## config.mk

```make
export PLATFORM = sky130hd
export DESIGN_NAME = pl_gpio_capture_ctrl
export DESIGN_NICKNAME = d
export VERILOG_FILES = /design/src/rtl/pl_gpio_capture_ctrl.sv
export SDC_FILE = /design/constraint.sdc
export NUM_CORES = 1
export LEC_CHECK = 0
export ABC_AREA = 1
export CORE_ASPECT_RATIO = 0.6
export CORE_UTILIZATION = 45
export DETAILED_ROUTE_END_ITERATION = 7
export MAX_ROUTING_LAYER = met4
export PLACE_DENSITY = 0.71
export SLEW_MARGIN = 0
export SYNTH_ARGS = -nofsm -noshare
export SYNTH_HDL_FRONTEND = slang
export SYNTH_SLANG_ARGS = --single-unit
```

## constraint.sdc

```tcl
create_clock -name ps_clk -period 2.1 [get_ports ps_clk]
set_clock_uncertainty 0.05 [all_clocks]
set_input_delay 0.42 -clock ps_clk [delete_from_list [all_inputs] [get_ports ps_clk]]
set_output_delay 0.42 -clock ps_clk [all_outputs]
set_load 0.02 [all_outputs]
```

## src/rtl/pl_gpio_capture_ctrl.sv

```systemverilog
// PS-GPIO driven capture sequencer: fires one capture pulse, then waits for every
// enabled channel's done level to clear and re-assert, with timeout and abort.
//
// state    | meaning
// ---------+--------------------------------------------------------------
// IDLE     | no capture running, waiting for a CAP edge
// FIRE     | single cycle in which capture_o is high
// WAIT_CLR | waiting for enabled done levels from the last capture to drop
// WAIT_SET | waiting for all enabled done levels to assert
// DONE     | capture complete, counter bumped, ready for the next CAP edge
// TIMEOUT  | wait budget exhausted, timeout flag set, ready for a new CAP edge
module pl_gpio_capture_ctrl #(
    parameter int NUM_CH         = 8,
    parameter int GPIO_W         = 16,
    parameter int CNT_W          = 4,
    parameter int TIMEOUT_CYCLES = 65535,
    parameter int SYNC_STAGES    = 2
) (
    input  logic              ps_clk,
    input  logic              ps_rst_n,
    input  logic [GPIO_W-1:0] gpio_from_ps,
    input  logic [GPIO_W-1:0] gpio_direction,
    output logic [GPIO_W-1:0] gpio_to_ps,
    output logic              capture_o,
    input  logic [NUM_CH-1:0] done_i
);

    localparam int TW = $clog2(TIMEOUT_CYCLES + 1);
    localparam logic [TW-1:0] TMO_LAST = TW'(TIMEOUT_CYCLES - 1);

    typedef enum logic [2:0] {
        IDLE,
        FIRE,
        WAIT_CLR,
        WAIT_SET,
        DONE,
        TIMEOUT
    } state_t;

    state_t state_q, state_nxt;

    logic [GPIO_W-1:0] cmd_qual;
    logic              cap_c0, cap_c1, cap_edge_q;
    logic              abort_q;
    logic [NUM_CH-1:0] mask_in_q;
    logic [NUM_CH-1:0] sync_q [SYNC_STAGES];
    logic [NUM_CH-1:0] done_s;
    logic [NUM_CH-1:0] masked_done;

    logic [NUM_CH-1:0] mask_q, mask_nxt;
    logic [TW-1:0]     tmo_cnt_q, tmo_cnt_nxt;
    logic              tmo_flag_q, tmo_flag_nxt;
    logic [CNT_W-1:0]  cap_cnt_q, cap_cnt_nxt;
    logic              busy;
    logic [GPIO_W-1:0] status_nxt;

    // A bit is a command only while the PS is actually driving it.
    assign cmd_qual    = gpio_from_ps & ~gpio_direction;
    assign done_s      = sync_q[SYNC_STAGES-1];
    assign masked_done = done_s & mask_q;

    logic unused_cmd;
    assign unused_cmd = ^cmd_qual[GPIO_W-1:NUM_CH+2];

    always_ff @(posedge ps_clk or negedge ps_rst_n) begin
        if (!ps_rst_n) begin
            cap_c0     <= 1'b0;
            cap_c1     <= 1'b0;
            cap_edge_q <= 1'b0;
            abort_q    <= 1'b0;
            mask_in_q  <= '0;
            for (int i = 0; i < SYNC_STAGES; i++) begin
                sync_q[i] <= '0;
            end
        end else begin
            cap_c0     <= cmd_qual[0];
            cap_c1     <= cap_c0;
            cap_edge_q <= cap_c0 & ~cap_c1;
            abort_q    <= cmd_qual[1];
            mask_in_q  <= cmd_qual[2 +: NUM_CH];
            sync_q[0]  <= done_i;
            for (int i = 1; i < SYNC_STAGES; i++) begin
                sync_q[i] <= sync_q[i-1];
            end
        end
    end

    always_comb begin
        state_nxt    = state_q;
        mask_nxt     = mask_q;
        tmo_cnt_nxt  = tmo_cnt_q;
        tmo_flag_nxt = tmo_flag_q;
        cap_cnt_nxt  = cap_cnt_q;

        if (abort_q) begin
            state_nxt    = IDLE;
            tmo_flag_nxt = 1'b0;
        end else begin
            unique case (state_q)
                IDLE, DONE, TIMEOUT: begin
                    if (cap_edge_q) begin
                        state_nxt    = FIRE;
                        mask_nxt     = mask_in_q;
                        tmo_flag_nxt = 1'b0;
                        tmo_cnt_nxt  = '0;
                    end
                end
                FIRE: state_nxt = WAIT_CLR;
                WAIT_CLR, WAIT_SET: begin
                    tmo_cnt_nxt = tmo_cnt_q + 1'b1;
                    // Timeout wins over a completion seen in the same cycle.
                    if (tmo_cnt_q == TMO_LAST) begin
                        state_nxt    = TIMEOUT;
                        tmo_flag_nxt = 1'b1;
                    end else if (state_q == WAIT_CLR) begin
                        if (masked_done == '0) begin
                            state_nxt = WAIT_SET;
                        end
                    end else if (masked_done == mask_q) begin
                        state_nxt   = DONE;
                        cap_cnt_nxt = cap_cnt_q + 1'b1;
                    end
                end
                default: state_nxt = IDLE;
            endcase
        end
    end

    always_comb begin
        busy       = (state_q == FIRE) || (state_q == WAIT_CLR) || (state_q == WAIT_SET);
        status_nxt = '0;
        status_nxt[NUM_CH-1:0]      = done_s;
        status_nxt[NUM_CH]          = busy;
        status_nxt[NUM_CH+1]        = tmo_flag_q;
        status_nxt[NUM_CH+2 +: CNT_W] = cap_cnt_q;
    end

    always_ff @(posedge ps_clk or negedge ps_rst_n) begin
        if (!ps_rst_n) begin
            state_q    <= IDLE;
            mask_q     <= '0;
            tmo_cnt_q  <= '0;
            tmo_flag_q <= 1'b0;
            cap_cnt_q  <= '0;
            capture_o  <= 1'b0;
            gpio_to_ps <= '0;
        end else begin
            state_q    <= state_nxt;
            mask_q     <= mask_nxt;
            tmo_cnt_q  <= tmo_cnt_nxt;
            tmo_flag_q <= tmo_flag_nxt;
            cap_cnt_q  <= cap_cnt_nxt;
            capture_o  <= (state_nxt == FIRE);
            gpio_to_ps <= status_nxt;
        end
    end

endmodule
```

==> impl_metrics.env, run 1 <==
export IMPL_status="complete, no violations"
export IMPL_fp_row_count=23
export IMPL_synth_area_leaders="dfrtp_1 60%, nand2_1 11%, inv_1 5.4%, nor2_1 4.1%, nand3_1 2.7%"
export IMPL_start_util_pct=46.65
export IMPL_grtUsageTotal_pct=19.56
export IMPL_rsz0062_at_grt="no"
export IMPL_synth_enable_flop_cells=0
export IMPL_tns_ns=0
export IMPL_fmax_mhz=574.7
export IMPL_met1_usage_pct=23.95
export IMPL_synth_flop_cell="dfrtp_1"
export IMPL_crit_type="register to output pin"
export IMPL_gr_total_overflow=0
export IMPL_grt_pass1_vias=2263
export IMPL_ys_warn_count=0
export IMPL_synth_distinct_cells=29
export IMPL_cts_buffer_depth=2
export IMPL_finalWorstSetupSlack_ns=0.3600
export IMPL_hold_violations=0
export IMPL_cts_clk_slew_worst_paths_ns=0.05
export IMPL_grtUsageMet3_pct=8.768
export IMPL_final_nets=434
export IMPL_final_cells=480
export IMPL_first_iter_violations=97
export IMPL_cpMaxStageDelayCell="clkdlybuf4s50_1"
export IMPL_pre_cts_ws_ns=0.4436
export IMPL_cts_sinks=75
export IMPL_viasPerCell=4.773
export IMPL_routabilityCongestion=0.8628
export IMPL_synth_top_cell_by_area="dfrtp_1"
export IMPL_antenna_found_initial=0
export IMPL_synthArstFlopShare_pct=100.0
export IMPL_grt_pass1_wl_um=9998
export IMPL_antenna_cells=0
export IMPL_syn2layout_area_growth_pct=28.97
export IMPL_cts_tree="built"
export IMPL_cts_made_buffers=9
export IMPL_p_leak_nw=1.915
export IMPL_path_buf_inv=1
export IMPL_avgSynthCellArea_um2=9.269
export IMPL_synth_most_common_cell="nand2_1"
export IMPL_n_fill_cell=533
export IMPL_yosys_area_top_type_share_pct=60.27
export IMPL_synth_common_cells="92 x nand2_1, 75 x dfrtp_1, 45 x inv_1, 34 x nor2_1, 17 x nand3_1"
export IMPL_crit_chain="clkdlybuf4s50_1"
export IMPL_die_area_um2=7268
export IMPL_dp_cells=464
export IMPL_hold_class="register to register"
export IMPL_met2_usage_pct=28.93
export IMPL_busiest_layer="met2"
export IMPL_peakVddDrop_mv=0.6840
export IMPL_synth_cells=336
export IMPL_setup_viol=0
export IMPL_fin_crit_ns=1.740
export IMPL_cp_top_family="buffers and inverters"
export IMPL_critPathCaptureType="output pin"
export IMPL_drive_above_1_share_pct=8.906
export IMPL_multi_input_area_um2=1011
export IMPL_h_tree_depth=3
export IMPL_routed_wl_um=5726
export IMPL_seq_area_um2=1877
export IMPL_cts_root_buf="clkbuf_16"
export IMPL_num_vias=2291
export IMPL_slew_violations=0
export IMPL_fp_dieW_um=109.4
export IMPL_crit_arrival_ns=1.27
export IMPL_die_h_um=66.44
export IMPL_crit_required_ns=1.63
export IMPL_ctsResizeCount=0
export IMPL_ant_nets=0
export IMPL_syn_area_um2=3114
export IMPL_wl_per_cell_um=11.93
export IMPL_drc=0
export IMPL_maxCapViolations=0
export IMPL_finalCritPeriodShare_pct=82.86
export IMPL_numPortBuffers=44
export IMPL_grt_max_degree=32
export IMPL_final_util_pct=60.16
export IMPL_startpoint_type="register"
export IMPL_synth_seq_cells=75
export IMPL_dpl_hpwl_um=4150
export IMPL_ios=59
export IMPL_dr_pass1_iters=4
export IMPL_path_max_fanout=1
export IMPL_power_density_nw_per_um2=1123
export IMPL_max_stage_delay_ns=0.60
export IMPL_coreArea_um2=6676
export IMPL_clk_latency_ns=0.33
export IMPL_synth_seq_area_share_pct=60.27
## report_power, final
part / total (mW) / internal, mW / switching, mW / leakage [nW]
Sequential: 1.80 / 1.66 / 0.143 / 0.958
Clock: 1.84 / 1.30 / 0.541 / 0.179
Combinational: 0.863 / 0.329 / 0.534 / 0.779
## logic make-up after synthesis
logic type,after synthesis,share of synthesized area (%)
adder cells (fa/ha/maj),3,1.205
other,1,0.1204
AO/OA/AOI/OAI,31,5.504
XOR/XNOR,2,0.5626
buffers and inverters,54,7.392
AND/OR/NAND/NOR,170,24.95
flip-flops,75,60.27
## registers in the layout (all words and copies together), names as in the netlist
| signal | flops |
|---|---|
| tmo_cnt_q | 16 |
| gpio_to_ps | 14 |
| done_s | 8 |
| mask_in_q | 8 |
| mask_q | 8 |
| sync_q | 8 |
| cap_cnt_q | 4 |
| state_q | 3 |
| abort_q | 1 |
| cap_c0 | 1 |
| cap_c1 | 1 |
| cap_edge_q | 1 |
| capture_o | 1 |
| tmo_flag_q | 1 |
## cells in the final DEF (no fill, tap or decap), types with 2 or more instances in the layout
cell / n
o21ai_0: 16
ha_1: 3
buf_4: 2
nand2_2: 5
conb_1: 2
o211ai_1: 2
xor2_1: 2
nor2_1: 34
clkdlybuf4s50_1: 43
inv_1: 45
dfrtp_1: 75
nand2_1: 92
o21ai_1: 2
nand4_1: 12
nor2_4: 3
o21bai_1: 3
inv_2: 2
nand3_1: 17
clkbuf_16: 9
a21oi_1: 7
bufinv_16: 4
## per-layer routing
| layer | share of wire (%) | wire [um] |
|---|---|---|
| met1 | 48 | 2761 |
| met3 | 6.7 | 381 |
| met2 | 44 | 2506 |
| met5 | 0 | 0 |
| met4 | 1.3 | 76 |
## through the flow
step | power, mW | hold WS (ns) | cell area (um2)
4_1_cts | 4.573 | 0.2948 | 4016
3_5_place_dp | 2.698 | 0.2847 | 3642
3_3_place_gp | 2.668 | 0.2828 | 3642
2_1_floorplan | 2.406 | 0.07441 | 3118
5_1_grt | 4.773 | 0.3025 | 4016
6_report | 4.510 | 0.2935 | 4016
## worst paths after layout
| path | startpoint | to | slack (ns) | cells past startpoint |
|---|---|---|---|---|
| setup reg to reg | tmo_cnt_q[1] | tmo_cnt_q[12] | 0.42 | 6 |
| hold reg to reg | sync_q[10] | done_s[2] | 0.29 | 0 |
| hold / removal | sync_q[10] | done_s[2] | 0.29 | 0 |
| max in group asynchronous | ps_rst_n | gpio_to_ps[0] | 0.90 | 3 |
| setup / recovery | capture_o | capture_o | 0.36 | 1 |
| min in group asynchronous | ps_rst_n | gpio_to_ps[7] | 0.51 | 2 |
## area by class of cell
class | count | area share, %
well taps | 87 | 2.710
clock buffers | 10 | 5.950
clock inverters | 5 | 3.115
inverters | 48 | 4.486
multi-input cells | 208 | 25.17
flip-flops and latches | 75 | 46.73
repair buffers | 47 | 11.84
## timing repair
action | in CTS | in global routing
hold buffers | 1 | 0
setup buffers | 0 | 0
endpoints found under the hold margin | 29 | 0
Power figures use the tool's default switching activity.
==> inputs of run 2 (changes only) <==
==> constraint.sdc (replaced) <==
create_clock -name ps_clk -period 1.7 [get_ports ps_clk]
set_clock_uncertainty 0.05 [all_clocks]
set_input_delay 0.34 -clock ps_clk [delete_from_list [all_inputs] [get_ports ps_clk]]
set_output_delay 0.34 -clock ps_clk [all_outputs]
set_load 0.02 [all_outputs]
==> run 2 against run 1 <==
Register-to-register slack got worse by 0.28 ns. Sequential share of layout area barely moved. Worst setup slack got worse by 0.31 ns. Power rose by 17%. Utilization fell by 0.056 points. Wire length rose by 7.2%. Final cell count rose by 1.5%. Worst hold slack improved by 0.0013 ns. Clock-buffer cell count rose by 5. Critical path type unchanged.
==> impl_metrics.env, run 2 (synthesis gave the netlist of run 1 again) <==
export IMPL_antenna_cells=0
export IMPL_power_density_nw_per_um2=1315
export IMPL_cts_made_buffers=9
export IMPL_reg2regPathDepth=9
export IMPL_final_nets=440
export IMPL_status="complete, no violations"
export IMPL_cts_clk_slew_worst_paths_ns=0.05
export IMPL_grt_pass1_wl_um=10470
export IMPL_fin_area_um2=4013
export IMPL_numPortBuffers=44
export IMPL_path_max_fanout=1
export IMPL_final_cell_mix="92 x nand2_1, 75 x dfrtp_1, 45 x inv_1"
export IMPL_h_tree_depth=3
export IMPL_dpl_hpwl_um=4393
export IMPL_top_register="tmo_cnt_q"
export IMPL_tns_ns=0
export IMPL_hold_class="register to register"
export IMPL_crit_required_ns=1.31
export IMPL_finalCritPeriodShare_pct=96.96
export IMPL_rr_endpoint="cap_cnt_q[3]"
export IMPL_cts_sinks=75
export IMPL_cts_tree="built"
export IMPL_die_h_um=66.44
export IMPL_reg_top3="tmo_cnt_q x16, gpio_to_ps x14"
export IMPL_fmax_mhz=606.7
export IMPL_gr_total_overflow=0
export IMPL_viasPerCell=4.832
export IMPL_die_area_um2=7268
export IMPL_pre_cts_ws_ns=0.1668
export IMPL_crit_arrival_ns=1.26
export IMPL_slew_violations=0
export IMPL_coreArea_um2=6676
export IMPL_finalWorstSetupSlack_ns=0.05166
export IMPL_cp_top_family="buffers and inverters"
export IMPL_final_common_cell="nand2_1"
export IMPL_crit_type="register to output pin"
export IMPL_r2r_start="tmo_cnt_q[0]"
export IMPL_ant_nets=0
export IMPL_fp_dieW_um=109.4
export IMPL_largest_reg_flops=16
export IMPL_clk_latency_ns=0.33
export IMPL_cts_buffer_depth=2
export IMPL_grt_pass1_vias=2287
export IMPL_routed_wl_um=6140
export IMPL_fin_crit_ns=1.648
export IMPL_maxCapViolations=0
export IMPL_start_util_pct=46.65
export IMPL_ios=59
export IMPL_setup_viol=0
export IMPL_drc=0
export IMPL_path_buf_inv=1
export IMPL_p_leak_nw=1.954
export IMPL_cts_root_buf="clkbuf_16"
export IMPL_placed_cell_area_um2=3687
export IMPL_num_vias=2353
export IMPL_first_iter_violations=102
export IMPL_syn2layout_area_growth_pct=28.85
export IMPL_p_total_mw=5.278
export IMPL_grtUsageTotal_pct=20.50
export IMPL_holdPathStages=0
export IMPL_dr_pass1_iters=4
export IMPL_wl_per_cell_um=12.61
export IMPL_min_delay_start="sync_q[10]"
export IMPL_hold_violations=0
export IMPL_grt_max_degree=34
export IMPL_fp_row_count=23
export IMPL_cpMaxStageDelayCell="clkdlybuf4s50_1"
export IMPL_max_stage_delay_ns=0.60
export IMPL_hold_end="done_s[2]"
export IMPL_critPathCaptureType="output pin"
export IMPL_hold_ws_ns=0.2948
export IMPL_n_fill_cell=565
export IMPL_antenna_found_initial=0
export IMPL_startpoint_type="register"
export IMPL_routabilityCongestion=0.8443
export IMPL_drive_above_1_share_pct=9.750
export IMPL_reg2reg_slack_ns=0.14
export IMPL_peakVddDrop_mv=0.6571
export IMPL_crit_chain="clkdlybuf4s50_1"
export IMPL_rsz0062_at_grt="no"
## run 2: changes by cell type in the layout (fill, tap and decap cells not counted)
cell / previous run / this run
clkbuf_8: 1 / 3
dlymetal6s2s_1: 0 / 3
clkbuf_1: 0 / 3
clkinv_2: 1 / 0
bufinv_16: 4 / 1
buf_4: 2 / 8
clkdlybuf4s50_1: 43 / 40
## run 2: what timing repair did
| action | in CTS | in global routing |
|---|---|---|
| endpoints found under the hold margin | 29 | 0 |
| gates resized for setup | 0 | 3 |
| setup buffers | 0 | 0 |
| hold buffers | 1 | 0 |
| setup endpoints to repair | 0 | 3 |
## run 2: layout make-up
cell class                      count  area [um2]  area share [%]
Inverter                           48       180.2           4.490
Sequential cell                    75        1877           46.77
Multi-Input combinational cell    208        1011           25.19
Timing Repair Buffer               53       528.0           13.16
Clock inverter                      1       30.03          0.7484
Clock buffer                       15       277.8           6.922
Tap cell                           87       108.9           2.713
## run 2: report_power, final
part	total [mW]	leakage, nW	switching (mW)	internal, mW
Combinational	1.12	0.845	0.691	0.433
Clock	1.92	0.150	0.659	1.26
Sequential	2.24	0.958	0.184	2.05
## run 2: routing by layer
metal / track usage (%) / share of wire (%)
met5: - / 0
met4: 7.333 / 0.65
met3: 6.700 / 5.3
met2: 30.74 / 45
met1: 26.16 / 49
## run 2: worst max-delay path by stage
| stage | startpoint | slack, ns | cells past startpoint | to |
|---|---|---|---|---|
| 2_1_floorplan | tmo_cnt_q[1] | 0.32 | 6 | tmo_cnt_q[12] |
| 3_3_place_gp | tmo_cnt_q[0] | 0.24 | 7 | state_q[0] |
| 3_5_place_dp | tmo_cnt_q[0] | 0.17 | 9 | cap_cnt_q[3] |
| 4_1_cts | gpio_to_ps[4] | 0.01 | 1 | gpio_to_ps[4] |
| 5_1_grt | tmo_cnt_q[0] | 0.01 | 9 | cap_cnt_q[3] |
| 6_report | gpio_to_ps[8] | 0.05 | 1 | gpio_to_ps[8] |
## run 2: stage by stage
stage          instances  util [%]
6_report             487     60.10
5_1_grt              487     60.10
4_1_cts              487     59.99
3_5_place_dp         470     55.23
3_3_place_gp         470     55.23
2_1_floorplan        337         -
